[config.mk]
export PLATFORM = sky130hd
export DESIGN_NAME = wb_write_arbiter
export DESIGN_NICKNAME = d
export VERILOG_FILES = /design/src/rtl/wb_write_arbiter.sv
export SDC_FILE = /design/constraint.sdc
export NUM_CORES = 1
export LEC_CHECK = 0
export ABC_AREA = 1
export ABC_CLOCK_PERIOD_IN_PS = 1900
export CAP_MARGIN = 20
export CORE_MARGIN = 2
export CORE_UTILIZATION = 50
export CTS_BUF_LIST = sky130_fd_sc_hd__clkbuf_4
export CTS_CLUSTER_SIZE = 8
export DETAILED_ROUTE_END_ITERATION = 16
export PLACE_DENSITY_LB_ADDON = 0.08
export SLEW_MARGIN = 20
export SYNTH_ARGS = -nofsm -noshare
export SYNTH_HDL_FRONTEND = slang
export SYNTH_SLANG_ARGS = --single-unit
[constraint.sdc]
create_clock -name clk -period 1.9 [get_ports clk]
set_input_delay 0.38 -clock clk [delete_from_list [all_inputs] [get_ports clk]]
set_output_delay 0.38 -clock clk [all_outputs]
set_load 0.005 [all_outputs]
[src/rtl/wb_write_arbiter.sv]
// wb_write_arbiter: merges the writeback stage (A) and buffered multicycle results (B) onto the register file write port
module wb_write_arbiter #(
    parameter int DEPTH = 4,
    parameter int PTR_W = $clog2(DEPTH)
) (
    input  logic             clk,
    input  logic             rst_n,
    input  logic             a_valid,
    input  logic [4:0]       a_addr,
    input  logic [31:0]      a_data,
    input  logic             b_valid,
    output logic             b_ready,
    input  logic [4:0]       b_addr,
    input  logic [31:0]      b_data,
    output logic             we3,
    output logic [4:0]       a3,
    output logic [31:0]      wd3,
    output logic [31:0]      busy_mask,
    output logic [PTR_W:0]   fifo_count
);

    localparam logic [PTR_W:0] FULL_CNT = (PTR_W + 1)'(DEPTH);

    logic [DEPTH-1:0] live_q, live_d;
    logic [4:0]       addr_q [DEPTH];
    logic [4:0]       addr_d [DEPTH];
    logic [31:0]      data_q [DEPTH];
    logic [31:0]      data_d [DEPTH];
    logic [PTR_W-1:0] wr_ptr_q, wr_ptr_d, rd_ptr_q, rd_ptr_d;
    logic [PTR_W:0]   count_q, count_d;
    logic             we3_q, we3_d;
    logic [4:0]       a3_q, a3_d;
    logic [31:0]      wd3_q, wd3_d;
    logic             a_win, do_enq, do_pop, head_live;
    logic [31:0]      busy;

    // Arbitration: a real A write always wins; B pops only when A is idle or targets r0
    always_comb begin
        a_win     = a_valid && (a_addr != 5'd0);
        b_ready   = (count_q != FULL_CNT);
        do_enq    = b_valid && b_ready && (b_addr != 5'd0);
        do_pop    = !a_win && (count_q != '0);
        head_live = live_q[rd_ptr_q];
    end

    // FIFO next state: squash stale B results behind a newer A write, clear popped slot, fill tail
    always_comb begin
        live_d = live_q;
        addr_d = addr_q;
        data_d = data_q;
        for (int i = 0; i < DEPTH; i++) begin
            if (a_win && addr_q[i] == a_addr) live_d[i] = 1'b0;
        end
        if (do_pop) live_d[rd_ptr_q] = 1'b0;
        if (do_enq) begin
            live_d[wr_ptr_q] = !(a_win && b_addr == a_addr);
            addr_d[wr_ptr_q] = b_addr;
            data_d[wr_ptr_q] = b_data;
        end
        wr_ptr_d = wr_ptr_q + PTR_W'(do_enq);
        rd_ptr_d = rd_ptr_q + PTR_W'(do_pop);
        count_d  = count_q + (PTR_W + 1)'(do_enq) - (PTR_W + 1)'(do_pop);
    end

    // Write port next state: A, else a live popped head, else hold address/data with we3 low
    always_comb begin
        we3_d = a_win || (do_pop && head_live);
        a3_d  = a_win ? a_addr : (do_pop && head_live) ? addr_q[rd_ptr_q] : a3_q;
        wd3_d = a_win ? a_data : (do_pop && head_live) ? data_q[rd_ptr_q] : wd3_q;
    end

    // Pending-write mask for the hazard unit, built from live entries only
    always_comb begin
        busy = '0;
        for (int i = 0; i < DEPTH; i++) begin
            if (live_q[i]) busy[addr_q[i]] = 1'b1;
        end
        busy[0] = 1'b0;
    end

    // State registers; reset discards every queued entry
    always_ff @(posedge clk or negedge rst_n) begin
        if (!rst_n) begin
            live_q   <= '0;
            wr_ptr_q <= '0;
            rd_ptr_q <= '0;
            count_q  <= '0;
            we3_q    <= 1'b0;
            a3_q     <= '0;
            wd3_q    <= '0;
            for (int i = 0; i < DEPTH; i++) begin
                addr_q[i] <= '0;
                data_q[i] <= '0;
            end
        end else begin
            live_q   <= live_d;
            wr_ptr_q <= wr_ptr_d;
            rd_ptr_q <= rd_ptr_d;
            count_q  <= count_d;
            we3_q    <= we3_d;
            a3_q     <= a3_d;
            wd3_q    <= wd3_d;
            for (int i = 0; i < DEPTH; i++) begin
                addr_q[i] <= addr_d[i];
                data_q[i] <= data_d[i];
            end
        end
    end

    assign we3        = we3_q;
    assign a3         = a3_q;
    assign wd3        = wd3_q;
    assign busy_mask  = busy;
    assign fifo_count = count_q;

endmodule

Word-level counts from Yosys, hierarchy flattened

Index checks and enable logic that the tools add are counted.

Logic and storage cells: 112
Bits in registers: 197
Output and inout port bits: 74
Input bits: 78

Magnitude comparators: 15
Eq/ne operators: 6
Reductions and logical operators: 24
Muxes and demuxes: 41
Bitwise gates (word level): 7
Add/subtract/negate cells: 4

Operator list:

| operator                                                               | number |
|---|---|
| 32-bit two-way mux                                                     | 9 |
| 128-bit bitwise mux                                                    | 1 |
| 32-bit bitwise OR                                                      | 3 |
| 32-bit binary-select mux with 2-bit select                             | 1 |
| 32-bit demux with 2-bit select                                         | 1 |
| 5-bit equality test                                                    | 5 |
| 5-bit two-way mux                                                      | 5 |
| 5-bit by 6-bit < comparator with 1-bit output (second input constant)  | 4 |
| 20-bit bitwise mux                                                     | 1 |
| 1-bit demux with 5-bit select                                          | 4 |
| 5-bit by 1-bit >= comparator with 1-bit output (second input constant) | 4 |
| 1-bit logical AND                                                      | 17 |
| 1-bit two-way mux                                                      | 11 |
| 5-bit binary-select mux with 2-bit select                              | 1 |
| 5-bit demux with 2-bit select                                          | 1 |
| 5-bit nonzero test                                                     | 2 |
| 4-bit two-way mux                                                      | 2 |
| 3-bit >= comparator (second input constant)                            | 2 |
| 2-bit by 3-bit < comparator with 1-bit output (second input constant)  | 2 |
| 2-bit NOT with 3-bit output                                            | 2 |
| 2-bit by 1-bit adder with 2-bit output                                 | 2 |
| 4-bit bitwise AND                                                      | 1 |
| 4-bit bitwise mux                                                      | 1 |
| 1-bit demux with 2-bit select                                          | 2 |
| 11 further kinds                                                       | 13 |

Longest topological paths before layout

Depth in word-level cells: 11
Depth in mapped cells: 11
Mapped depth without buffers: 9

Least setup slack after synthesis

OpenSTA, ideal clock, no wires.

Path type: input to register
From: in a_addr[0]
To: reg count_q[2], in the netlist fifo_count[2]
Buffers on the path: 2
Arrival: 1882 ps
Stages: 11
Library setup time: 129 ps
Path slack: -110 ps
Data required time: 1771 ps
Path through: buf_4 > nor2_2 > nand3_2 > nand2_4 > buf_4 > nand2_1 > nand2_1 > nand2_1 > ha_1 > fa_1 > xor2_1

Cells in the longest elaborated chain, start to end: 5

RTL lines:

| element                                     | line | text |
|---|---|---|
| start, declared                             | 9    | `input logic [4:0] a_addr,` |
| 5-bit nonzero test                          | 39   | `a_win = a_valid && (a_addr != 5'd0);` |
| 1-bit logical AND                           | 39   |  |
| 1-bit logical NOT                           | 42   | `do_pop = !a_win && (count_q != '0);` |
| 1-bit logical AND                           | 42   |  |
| 3-bit by 1-bit subtractor with 3-bit output | 62   | `count_d = count_q + (PTR_W + 1)'(do_enq) - (PTR_W + 1)'(do_pop);` |
| via count_d[2]                              | 30   | `logic [PTR_W:0] count_q, count_d;` |
| end signal, assigned                        | 99   | `count_q <= count_d;` |
| end, declared                               | 30   |  |

The timed path passes the listed nets, and every way through them passes these cells.
A chain may end at the register's enable or synchronous reset.

Worst setup path after layout

From: reg addr_q[4] in the netlist's numbering
To: out busy_mask[9]

Cells in the longest elaborated chain, start to end: 6
Elaborated cells on any way between the ends: 7
Those cells by class: order compare (2); mux (3); bitwise (1); reduce/logical (1)

RTL lines:

| element                                                                                                                                      | line | text |
|---|---|---|
| start, declared                                                                                                                              | 25   | `logic [4:0] addr_q [DEPTH];` |
| start signal, assigned by index                                                                                                              | 104  | `addr_q[i] <= addr_d[i];` |
| 5-bit by 6-bit < comparator with 1-bit output (not written as such) / 5-bit by 1-bit >= comparator with 1-bit output (equally long branches) | 76   | `if (live_q[i]) busy[addr_q[i]] = 1'b1;` |
| 1-bit logical AND (not written as such)                                                                                                      | 76   |  |
| 1-bit two-way mux (not written as such)                                                                                                      | 76   |  |
| 1-bit demux with 5-bit select *                                                                                                              | 76   |  |
| 32-bit bitwise OR (no line) *                                                                                                                | --   |  |
| 32-bit two-way mux *                                                                                                                         | 76   |  |
| end, declared                                                                                                                                | 18   | `output logic [31:0] busy_mask,` |

Every way passes the cells marked *; elsewhere a longest branch is shown, timed or not.

==> metrics.txt <==
Startpoint Class register; setup violators final 31; Final Non-Filler Cells 1916; Final WS setup -473 ps; Clk pwr share 10.6%; RSZ-0062 raised after global routing true; Max transition margin 65.4%; outcome finished, violations left; top-area cell type share of the netlist area 47.3%; Setup TNS Final -13110 ps; share of layout cells above drive strength 1 27.9%; Initial DRT Pass Iterations 5; top-count cell post-synth nand2_1; peak supply drop 0.706 mV; register bit count reported by yosys 197; fin area 14600 sq um; chip width 148 um; gr ovfl total 0; worst reg2reg startpoint fifo_count[1]; most used cell, CP buf_6; fin crit share 125%; failing checks setup timing; Die ar. 22000 sq um; worst reg2reg path depth 11; Die H 148 um; Avg Cell Area, Syn 7.77 sq um; routed length per instance 16.4 um; sequence of cells on the critical path buf_6 -> nor3_4 -> buf_6 -> buf_6 -> a21oi_2 -> o221ai_1 -> buf_2; worst slew pin tran 519 ps; Post-DP Area 13000 sq um; pin count of the biggest net entering global routing 52; max-cap violation count 0; drt drc 0; fmax 421 MHz; GRT Total Usage 28.3%; CP top delay family buffers and inverters; detailed-route via count 10.4k; Netlist Area Pre-Place 10400 sq um; CP max-delay cell dfrtp_2; P_leak 6.94 nW; slowest stage delay, CP 500 ps; vias in the first global route 9967; dpl cells 1805; synth top area cells dfrtp_1 (47%), nand2_1 (16%), o21ai_0 (7.8%); Total Wirelength 31500 um; total CTS buffers 17; Clock Skews 24.8 ps; Ys Warns 0; Area Overhead vs Synth 40.0%; sequential area share after synthesis 47.3%; Hold Crit Class input pin to asynchronous set/reset pin; final number of max-transition violations 0; internal power 0.0130 W; Setup crit end kind output pin; Comb power frac 56.5%; R2R setup slack 50 ps; Critical path buffers and inverters 4; H-tree levels 4; clock tree from TritonCTS yes; global-route wire length before repair 50100 um; final hold vios 0; Max FO, Critical Path 6; pre-CTS WS -470 ps; Crit path required time 1520 ps; dominant synthesized flop cell dfrtp_1; Power Density 1560 nW/um^2; worst skew pair latency 620 ps; Worst-path clk slew 170 ps; clock tree buffer depth 2; RePlAce Congestion 0.911; Syn Inst Count 1342; ports placed on the boundary 152; worst reg2reg endpoint fifo_count[2]; synth cell count leaders nand2_1 (458), dfrtp_1 (197), o21ai_0 (163); vias per inst 5.43; Fin Hold WS 300 ps; Switching Power 0.00987 W; total core area 20400 sq um; CTS sink cnt 197; post-DP HPWL 19500 um; Tmin final 2370 ps; antenna violations before repair 1; Initial Utilization 51.2%; Synth cell types 34; Flop pwr share 33.0%; Post-DRT Antenna Nets 0; drt initial violations 793; ys async rst share 100%; row count 52; input/output buffers 150; EDFF count, synth 0; Sw Share 43.2%; Root Driver clkbuf_4; Syn Nets 1423; cell taking the most area after synthesis dfrtp_1; WP data arrival 1990 ps; # nets final 1712; critical path class register to output pin
[worst register-to-register path, delay by kind of cell, from the launching register on]
family,cells,cell delay [ps]
AOI/OAI and AO/OA,1,50
xor gates and xnor gates,1,150
DFF,1,430
adders and majority gates,2,540
buffers and inverters,3,290
and+or+nand+nor,4,290
[worst max-delay path by stage]
stage                         start       endpoint  slack [ps]  cells after the start
after floorplan           a_addr[1]  fifo_count[2]         0.7                     11
after global placement    b_addr[0]  fifo_count[2]        -470                     11
after detailed placement  b_addr[0]  fifo_count[2]        -470                     11
after CTS                 addr_q[4]   busy_mask[5]        -470                      8
after global routing      addr_q[9]   busy_mask[6]        -540                      6
final                     addr_q[4]   busy_mask[9]        -470                      7
[per-stage QoR]
step / power (W) / util (%)
floorplan: 0.0137 / -
global placement: 0.0179 / 63.8
detailed placement: 0.0182 / 63.8
CTS: 0.0220 / 69.7
global route: 0.0246 / 71.7
finish: 0.0228 / 71.7
[sequential cells by signal (all words and copies together), names as in the netlist, 2 cells and up]
name,flops
data_q,128
wd3,32
addr_q,20
a3,5
live_q,4
fifo_count,3
rd_ptr_q,2
wr_ptr_q,2
[routing by layer]
| layer | GRT usage, % | up-vias | part of all wire, % |
|---|---|---|---|
| li1 | - | 5003 | - |
| met1 | 38.3 | 4848 | 42 |
| met2 | 46.5 | 450 | 48 |
| met3 | 4.66 | 94 | 7.2 |
| met4 | 9.76 | 0 | 3.0 |
| met5 | 0 | - | 0 |
[cells in the final DEF, fill, tap and decap left out, types with 29 or more instances in the layout]
| cell | netlist | layout |
|---|---|---|
| buf_4 | 13 | 134 |
| buf_6 | 19 | 70 |
| clkdlybuf4s50_1 | 0 | 78 |
| dfrtp_1 | 197 | 180 |
| dlygate4sd2_1 | 0 | 35 |
| inv_1 | 83 | 61 |
| nand2_1 | 458 | 454 |
| nand3_1 | 120 | 91 |
| nand3_2 | 6 | 29 |
| o21ai_0 | 163 | 161 |
| o21ai_1 | 46 | 48 |
[cells by family after synthesis]
logic type,synth area share [%]
buffers and inverters,8.70
other,0.0360
flip-flops,47.3
adder cells (fa/ha/maj),0.432
AO/OA/AOI/OAI,15.6
AND/OR/NAND/NOR,26.2
XOR/XNOR,1.68
[final cells by class]
type / count / area [sq um]
diodes: 2 / 5.00
clock buffers: 18 / 135
clock inverters: 14 / 186
fillers: 1599 / 5770
inverters: 87 / 354
multi-input cells: 968 / 5190
flip-flops and latches: 197 / 4950
well taps: 270 / 338
repair buffers: 360 / 3430
[power groups by stage]
stage,combinational [W],clock (W),sequential [W]
global placement,0.0105,0,0.00750
global route,0.0142,0.00264,0.00776
finish,0.0129,0.00241,0.00752
CTS,0.0121,0.00248,0.00743
floorplan,0.00646,0,0.00721
detailed placement,0.0107,0,0.00755
[repair_timing]
item / 4_1_cts / 5_1_grt
setup buffers: 71 / 14
hold endpoints to repair: 45 / 0
gates resized for setup: 330 / 80
endpoints found under the setup margin: 68 / 37
pin swaps: 45 / 34
hold buffers: 1 / 0
No activity file was read; power rests on OpenSTA's default activity.
